File: src/rtl/fpu_pkg.sv
`default_nettype none
// ============================================================================
// Module      : fpu_pkg
// Description : Shared half-precision definitions for the FPU and its
//               integer front-end converter: field widths, exponent bias,
//               the converter state encoding and the packed fp16 operand
//               layout {sign, exp, man} used for Asem/Bsem/Rsem.
// Revision    : 1.0 - initial release
// ============================================================================
package fpu_pkg;

  localparam int EXP_W    = 5;
  localparam int MAN_W    = 10;
  localparam int EXP_BIAS = 15;

  typedef enum logic [1:0] {
    S_IDLE = 2'd0,
    S_NORM = 2'd1,
    S_PACK = 2'd2,
    S_DONE = 2'd3
  } cvt_state_t;

  typedef struct packed {
    logic             sign;
    logic [EXP_W-1:0] exp;
    logic [MAN_W-1:0] man;
  } fp16_t;

endpackage
`default_nettype wire

File: src/rtl/fp16_round_pack.sv
`default_nettype none
// ============================================================================
// Module      : fp16_round_pack
// Description : Combinational back end of the int16 -> fp16 converter.
//               Takes a normalised magnitude (MSB set unless zero), the
//               number of left shifts applied, the sign and a zero flag,
//               and returns the packed half-precision word.
//               Optional macro INT16_TO_FP16_RNE_EN selects round to
//               nearest, ties to even; otherwise the result is truncated.
// Ports       : i_sign      - sign of the original integer
//               i_shift_cnt - left shifts applied during normalisation
//               i_mag       - normalised 16-bit magnitude
//               i_zero      - operand was zero
//               o_rsem      - packed fp16 result
// Revision    : 1.0 - initial release
// ============================================================================
module fp16_round_pack
  import fpu_pkg::*;
#(
  parameter int EXP_BIAS = 15,
  parameter int MAN_W    = 10
) (
  input  logic        i_sign,
  input  logic [3:0]  i_shift_cnt,
  input  logic [15:0] i_mag,
  input  logic        i_zero,
  output logic [15:0] o_rsem
);

  // Exponent of a magnitude whose MSB sits at bit 15 without any shift.
  localparam int EXP_TOP = EXP_BIAS + 15;

  logic [EXP_W-1:0] w_exp_base;
  logic [MAN_W-1:0] w_man;
  logic [EXP_W-1:0] w_exp_final;
  logic [MAN_W-1:0] w_man_final;
  fp16_t            w_res;

  assign w_exp_base = EXP_W'(EXP_TOP) - EXP_W'(i_shift_cnt);
  // Bit 15 is the hidden leading one and is not stored.
  assign w_man      = i_mag[14 -: MAN_W];

`ifdef INT16_TO_FP16_RNE_EN
  logic           w_guard;
  logic           w_sticky;
  logic           w_up;
  logic [MAN_W:0] w_sum;
  logic           w_unused_msb;

  assign w_guard  = i_mag[14-MAN_W];
  assign w_sticky = |i_mag[13-MAN_W:0];
  assign w_up     = w_guard & (w_sticky | w_man[0]);
  assign w_sum    = {1'b0, w_man} + {{MAN_W{1'b0}}, w_up};
  // A carry out leaves the stored mantissa at zero and bumps the exponent;
  // the largest magnitude only reaches exponent 30 so no overflow handling.
  assign w_man_final  = w_sum[MAN_W-1:0];
  assign w_exp_final  = w_exp_base + EXP_W'(w_sum[MAN_W]);
  assign w_unused_msb = i_mag[15];
`else
  logic w_unused_bits;

  assign w_man_final   = w_man;
  assign w_exp_final   = w_exp_base;
  assign w_unused_bits = ^{i_mag[15], i_mag[14-MAN_W:0]};
`endif

  always_comb begin
    w_res = '0;
    if (!i_zero) begin
      w_res.sign = i_sign;
      w_res.exp  = w_exp_final;
      w_res.man  = w_man_final;
    end
  end

  assign o_rsem = w_res;

endmodule
`default_nettype wire

File: src/rtl/int16_to_fp16.sv
`default_nettype none
// ============================================================================
// Module      : int16_to_fp16
// Description : Sequential 16-bit two's-complement integer to IEEE 754
//               half-precision converter. Normalises one bit per cycle,
//               then rounds/packs. Valid/ready handshake on both sides; no
//               overlap between conversions.
//               Optional macro INT16_TO_FP16_RNE_EN enables round to
//               nearest even (default: truncate toward zero).
// Ports       : clk, rst_n (async, active-low)
//               in_valid / in_ready / int_in    - integer operand input
//               out_valid / out_ready / Rsem    - fp16 result output
// Revision    : 1.0 - initial release
// ============================================================================
module int16_to_fp16
  import fpu_pkg::*;
#(
  parameter int EXP_BIAS = 15,
  parameter int MAN_W    = 10
) (
  input  logic        clk,
  input  logic        rst_n,
  input  logic        in_valid,
  output logic        in_ready,
  input  logic [15:0] int_in,
  output logic        out_valid,
  input  logic        out_ready,
  output logic [15:0] Rsem
);

  cvt_state_t  r_state;
  logic        r_in_ready;
  logic        r_out_valid;
  logic [15:0] r_rsem;
  logic        r_sign;
  logic [15:0] r_mag;
  logic [3:0]  r_shift_cnt;
  logic        r_zero;

  logic [15:0] w_abs;
  logic [15:0] w_packed;

  // -32768 wraps to 0x8000, which is the correct unsigned magnitude.
  assign w_abs = int_in[15] ? (~int_in + 16'd1) : int_in;

  fp16_round_pack #(
    .EXP_BIAS (EXP_BIAS),
    .MAN_W    (MAN_W)
  ) u_round_pack (
    .i_sign      (r_sign),
    .i_shift_cnt (r_shift_cnt),
    .i_mag       (r_mag),
    .i_zero      (r_zero),
    .o_rsem      (w_packed)
  );

  always_ff @(posedge clk or negedge rst_n) begin
    if (!rst_n) begin
      r_state     <= S_IDLE;
      r_in_ready  <= 1'b1;
      r_out_valid <= 1'b0;
      r_rsem      <= 16'h0000;
      r_sign      <= 1'b0;
      r_mag       <= 16'h0000;
      r_shift_cnt <= 4'd0;
      r_zero      <= 1'b0;
    end else begin
      case (r_state)
        S_IDLE: begin
          if (in_valid) begin
            r_sign      <= int_in[15];
            r_mag       <= w_abs;
            r_shift_cnt <= 4'd0;
            r_zero      <= 1'b0;
            r_in_ready  <= 1'b0;
            r_state     <= S_NORM;
          end
        end
        S_NORM: begin
          if (r_mag == 16'h0000) begin
            r_zero  <= 1'b1;
            r_state <= S_PACK;
          end else if (!r_mag[15]) begin
            r_mag       <= {r_mag[14:0], 1'b0};
            r_shift_cnt <= r_shift_cnt + 4'd1;
          end else begin
            r_state <= S_PACK;
          end
        end
        S_PACK: begin
          r_rsem      <= w_packed;
          r_out_valid <= 1'b1;
          r_state     <= S_DONE;
        end
        S_DONE: begin
          if (out_ready) begin
            r_out_valid <= 1'b0;
            r_in_ready  <= 1'b1;
            r_state     <= S_IDLE;
          end
        end
        default: begin
          r_state     <= S_IDLE;
          r_in_ready  <= 1'b1;
          r_out_valid <= 1'b0;
        end
      endcase
    end
  end

  assign in_ready  = r_in_ready;
  assign out_valid = r_out_valid;
  assign Rsem      = r_rsem;

endmodule
`default_nettype wire

File: config.mk
export PLATFORM = sky130hd
export DESIGN_NAME = int16_to_fp16
export DESIGN_NICKNAME = d
export VERILOG_FILES = /design/src/rtl/fpu_pkg.sv /design/src/rtl/fp16_round_pack.sv /design/src/rtl/int16_to_fp16.sv
export SDC_FILE = /design/constraint.sdc
export NUM_CORES = 1
export LEC_CHECK = 0
export ABC_AREA = 1
export CAP_MARGIN = 5
export CORE_ASPECT_RATIO = 1.5
export CORE_MARGIN = 1.5
export CORE_UTILIZATION = 45
export DETAILED_ROUTE_END_ITERATION = 8
export PLACE_DENSITY = 0.71
export SLEW_MARGIN = 20
export SYNTH_ARGS = -nofsm -noshare
export SYNTH_HDL_FRONTEND = slang
export SYNTH_SLANG_ARGS = --single-unit
File: constraint.sdc
create_clock -name clk -period 1.45 [get_ports clk]
set_input_delay 0.145 -clock clk [delete_from_list [all_inputs] [get_ports clk]]
set_output_delay 0.145 -clock clk [all_outputs]
set_load 0.05 [all_outputs]
=== After elaboration in Yosys (flattened, before gate mapping) ===
Cells that the tools add are included.

* Memories kept: 0
* Bits in writable memories: 0
* Register bits: 42
* Bits in read-only memories: 0
* Word-level logic and storage cells: 56
* Latch bits: 0

* Multipliers: 0
* Bitwise operators: 1
* Reduce and logical (&&, ||, !) cells: 12
* Muxes and demuxes: 22
* Div/mod/pow operators: 0
* Eq/ne operators: 9
* Shift-type cells: 0
* Magnitude comparators: 0
* $add $sub $neg: 3

{| class="wikitable"
|+ Operators by type and width
! kind !! count
|-
| 2-to-1 mux 16 bit || 5
|-
| one-hot mux 16 bit (2 select lines) || 1
|-
| adder 16 x 1 -> 16 bit (second input constant) || 1
|-
| logical NOT 16 bit || 1
|-
| NOT 16 bit || 1
|-
| 2-to-1 mux 4 bit || 3
|-
| AND reduction 3 bit || 4
|-
| inequality test 2 bit (second input constant) || 5
|-
| 2-to-1 mux 2 bit || 4
|-
| one-hot mux 2 bit (4 select lines) || 1
|-
| one-hot mux 4 bit (2 select lines) || 1
|-
| one-hot mux 1 bit (2 select lines) || 3
|-
| nonzero test 2 bit || 3
|-
| subtractor 5 x 4 -> 5 bit (first input constant) || 1
|-
| adder 4 x 1 -> 4 bit (second input constant) || 1
|-
| equality test 2 bit (second input constant) || 2
|-
| 2-to-1 mux 1 bit || 4
|-
| AND reduction 2 bit || 2
|-
| AND reduction 4 bit || 1
|-
| inequality test 3 bit (second input constant) || 1
|-
| equality test 2 x 1 -> 1 bit (second input constant) || 1
|-
| logical NOT 2 bit || 1
|}

=== Logic depth before layout (Yosys ltp) ===
* Depth in word-level cells: 5
* Depth in mapped cells: 11
* Gate-level depth less buffers: 11

=== Modules after synthesis ===
A second synthesis with hierarchy kept.

* Cell total of the unflattened synthesis: 386
* Area total of the unflattened synthesis: 2628.8 sq um

{| class="wikitable"
|+ Modules (own cells, without submodules)
! module !! sequential area each (sq um) !! instances !! cells each !! area an instance (sq um)
|-
| int16_to_fp16 || 1052.3 || 1 || 348 || 2466.1
|-
| fp16_round_pack || 0.0 || 1 || 38 || 162.7
|}

=== Worst setup path before layout ===
Ideal clock, no wire load.

* Path kind: register to register
* Start point: register r_state[1]
* End point: register r_mag[12]
* Arrival time: 1.436 ns
* Cell stages (with the launch flop): 10
* Clock period less this slack: 1.555 ns
* Required time: 1.331 ns
* Slack: -0.105 ns
* Cells stage by stage: dfrtp_1 > inv_1 > ha_1 > buf_6 > inv_4 > o21ai_4 > nand3_4 > buf_8 > nor2_2 > a21oi_2

* Word-level cells in the longest chain between the ends: 3
* Elaborated cells between the ends (all ways): 8
* Classes of those cells: eq/ne: 4; mux: 1; reduce/logical: 3

{| class="wikitable"
|+ Ends and longest elaborated chain
! element !! RTL line !! source
|-
| start, declared || int16_to_fp16.sv:31 || <nowiki>cvt_state_t r_state;</nowiki>
|-
| start signal, assigned || int16_to_fp16.sv:59 || <nowiki>r_state <= S_IDLE;</nowiki>
|-
| start signal, assigned || int16_to_fp16.sv:76 || <nowiki>r_state <= S_NORM;</nowiki>
|-
| start signal, assigned || int16_to_fp16.sv:82 || <nowiki>r_state <= S_PACK;</nowiki>
|-
| equality test 2 x 1 -> 1 bit or logical NOT 2 bit (tied branches) || int16_to_fp16.sv:68 || <nowiki>case (r_state)</nowiki>
|-
| inequality test 2 bit (no line) or nonzero test 2 bit (tied branches) || n/a ||
|-
| AND reduction 4 bit (no line) || n/a ||
|-
| end signal, assigned || int16_to_fp16.sv:72 || <nowiki>r_mag <= w_abs;</nowiki>
|-
| end signal, assigned || int16_to_fp16.sv:84 || <nowiki>r_mag <= {r_mag[14:0], 1'b0};</nowiki>
|-
| end, declared || int16_to_fp16.sv:36 || <nowiki>logic [15:0] r_mag;</nowiki>
|}

Parallel ways exist; a longest one is shown, timed or not.
A chain may end at the register's enable or synchronous reset.

=== Final worst setup path ===
* Start point: register r_mag[3]
* End point: register r_mag[6]

* Word-level cells in the longest chain between the ends: 3

{| class="wikitable"
|+ Ends and longest elaborated chain
! element !! RTL line !! source
|-
| logical NOT 16 bit || int16_to_fp16.sv:80 || <nowiki>if (r_mag == 16'h0000) begin</nowiki>
|-
| inequality test 2 bit (no line) || n/a ||
|-
| AND reduction 4 bit (no line) || n/a ||
|}

Every way passes these cells.

==> results.sh <==
export IMPL_crit_path_top_delay_cell="dfrtp_1"
export IMPL_postRouteAntennaNets=0
export IMPL_setup_viol=19
export IMPL_cpMostUsedCell="nand2_1"
export IMPL_dieWidth_um=63.93
export IMPL_die_y_um=94.40
export IMPL_clock_latency_ns=0.30
export IMPL_criticalPathCategory="flip-flop to flip-flop"
export IMPL_gp_congestion=0.8410
export IMPL_syn_avg_cell_area_um2=7.349
export IMPL_mappedNetlistArea_mm2=0.002506
export IMPL_grt_max_degree=20
export IMPL_track_usage_pct=20.66
export IMPL_crit_path_max_incr_delay_ns=0.38
export IMPL_clockBufferDepth=2
export IMPL_fillCellCount=461
export IMPL_firstDrtPassIters=4
export IMPL_path_clk_slew_ns=0.08
export IMPL_seq_area_frac_synth_pct=41.99
export IMPL_final_max_slew_viol_count=0
export IMPL_start_util_pct=46.33
export IMPL_syn_num_nets=369
export IMPL_hold_path_class="primary input to async pin"
export IMPL_clock_sinks=42
export IMPL_final_cell_count_no_fill=499
export IMPL_finalSetupTns_ns=-0.8027
export IMPL_required_ns=1.64
export IMPL_rsz0062_at_grt="yes"
export IMPL_antenna_cells=0
export IMPL_wl_per_cell_um=12.39
export IMPL_area_growth_pct=44.48
export IMPL_p_per_area_mw_per_mm2=2020
export IMPL_first_global_vias=2281
export IMPL_regArea_mm2=0.001054
export IMPL_routed_via_density=4.940
export IMPL_cts_made_buffers=5
export IMPL_place_hpwl_mm=4.340
export IMPL_leakagePower_nw=1.836
export IMPL_power_mw=7.316
export IMPL_failed_checks="setup timing"
export IMPL_wl_mm=6.185
export IMPL_worstPathMaxFanout=5
export IMPL_numPortBuffers=37
export IMPL_cpLargestDelayFamily="simple AND/OR/NAND/NOR gates"
export IMPL_drc=0
export IMPL_crit_buf_inv=2
export IMPL_grt_first_pass_wirelength_mm=9.860
export IMPL_fmax_ghz=0.6454
export IMPL_drive_gt1_share_pct=30.30
export IMPL_layout_commonest_cell="nand2_1"
export IMPL_dp_cells=477
export IMPL_fin_skew_ns=0.008911
export IMPL_finalHoldViolations=0
export IMPL_worstMarginPinSlew_ns=0.4749
export IMPL_crit_arrival_ns=1.73
export IMPL_multi_input_area_mm2=0.001344
export IMPL_grt_ovfl_total=0
export IMPL_cp_end_kind="flip-flop"
export IMPL_maxSlewHeadroom_pct=68.34
export IMPL_row_count=33
export IMPL_tritoncts="yes"
export IMPL_final_nets=456
export IMPL_cts_htree_levels=2
export IMPL_pin_count=38
export IMPL_drv_cap=0
export IMPL_fin_crit_sh_pct=106.9
export IMPL_max_vdd_ir_drop_v=0.0007908
export IMPL_synthCells=341
export IMPL_clock_root_buffer="clkbuf_8"
export IMPL_ys_types=34
export IMPL_via_count=2465
export IMPL_yosys_warnings=0
export IMPL_fin_crit_ns=1.549
export IMPL_die_area_mm2=0.006035
export IMPL_core_area_mm2=0.005409
export IMPL_ys_ff_latch=42
export IMPL_worst_slack_ns=-0.09944
export IMPL_status="finished, violations left"
export IMPL_cp_cell_sequence="nor2_1, nand2_1, nor2_2, nand3_4, nand3_4, buf_6, clkinv_8, nand2_1, nand2_1"
export IMPL_antenna_found_initial=0
export IMPL_layout_common_cells="nand2_1, buf_4, dfrtp_1, inv_1, nand3_1"
export IMPL_preCtsSetupSlack_ns=-0.2702
export IMPL_initialDrtViolationCount=118
export IMPL_cp_start_kind="flip-flop"
-- Yosys cell counts, drive strengths merged --
library cell / instances / share of area (%)
a21boi: 3 / 0.90
a21oi: 8 / 1.9
a22oi: 1 / 0.30
buf: 6 / 2.0
clkbuf: 2 / 0.30
clkinv: 1 / 0.15
dfrtp: 41 / 41
dfstp: 1 / 1.0
ha: 8 / 4.0
inv: 45 / 7.0
nand2: 106 / 16
nand3: 34 / 7.5
nand4: 2 / 0.50
nor2: 40 / 7.0
o21ai: 34 / 8.0
o22ai: 3 / 0.75
or2: 3 / 0.75
xor2: 3 / 1.0
-- cells by family (layout without fill, tap and decap cells) --
family                     Yosys count  in the layout  share of synthesized area, %
AOI/OAI and AO/OA                   49             49                         11.83
DFF                                 42             42                         41.99
xor gates and xnor gates             3              3                         1.049
adders and majority gates            8              8                         3.994
and+or+nand+nor                    185            185                         31.60
buffers and inverters               54            142                         9.535
-- cell type report --
| type | count | area share, % |
|---|---|---|
| well taps | 70 | 2.419 |
| flip-flops and latches | 42 | 29.09 |
| clock buffers | 6 | 2.281 |
| inverters | 46 | 5.321 |
| multi-input cells | 245 | 37.11 |
| repair inverters | 3 | 1.071 |
| repair buffers | 85 | 22.36 |
| clock inverters | 2 | 0.3455 |
-- through the flow --
stage	hold WS (ns)	area, um2	util [%]
after detailed placement	0.1207	3238	59.87
after floorplan	-0.1506	2536	-
after global routing	0.3820	3621	66.94
after global placement	0.1155	3238	59.87
final	0.3344	3621	66.94
after CTS	0.3381	3397	62.80
-- registers in the layout (all words and copies together), names as in the netlist --
register and count:
r_mag 16, out_valid 1, in_ready 1, Rsem 16
r_state 2, r_zero 1, r_sign 1, r_shift_cnt 4
-- per-layer routing --
metal  wire (um)  part of all wire, %  vias up  track usage, %
met4         185                  3.0        0           9.058
met3         188                  3.0       14           2.861
li1            -                    -     1254               -
met5           0                    0        -               0
met1        2420                   39     1137           22.61
met2        3390                   55       60           38.98
-- worst reg2reg max path: cells and delay by family, from the launching register on --
kind                   cells  cell delay (ns)
buffers and inverters      2             0.24
and+or+nand+nor            7             0.83
DFF                        1             0.38
-- where the power goes --
part | internal, mW | switching [mW]
Combinational | 1.94 | 2.63
Clock | 0.383 | 0.414
Sequential | 1.65 | 0.295
-- final timing paths --
check / from / end / slack (ns) / depth (start not counted)
worst max register to register: r_mag[3] / r_mag[6] / -0.1 / 9
min in group clk: out_ready / out_valid / 0.46 / 4
max in group asynchronous: rst_n / Rsem[0] / 0.63 / 3
worst min register to register: Rsem[2] / Rsem[2] / 0.48 / 2
worst min-delay path: rst_n / r_mag[0] / 0.33 / 2
worst max-delay path: r_mag[3] / r_mag[6] / -0.1 / 9
-- what timing repair did --
action / CTS / global route
resized for setup: 11 / 34
setup endpoints to repair: 29 / 31
cloned: 0 / 4
hold buffers: 1 / 0
setup buffers: 2 / 7
endpoints found under the hold margin: 16 / 0
pin swaps: 2 / 4
Note: power is estimated with default switching activity, not from simulation.
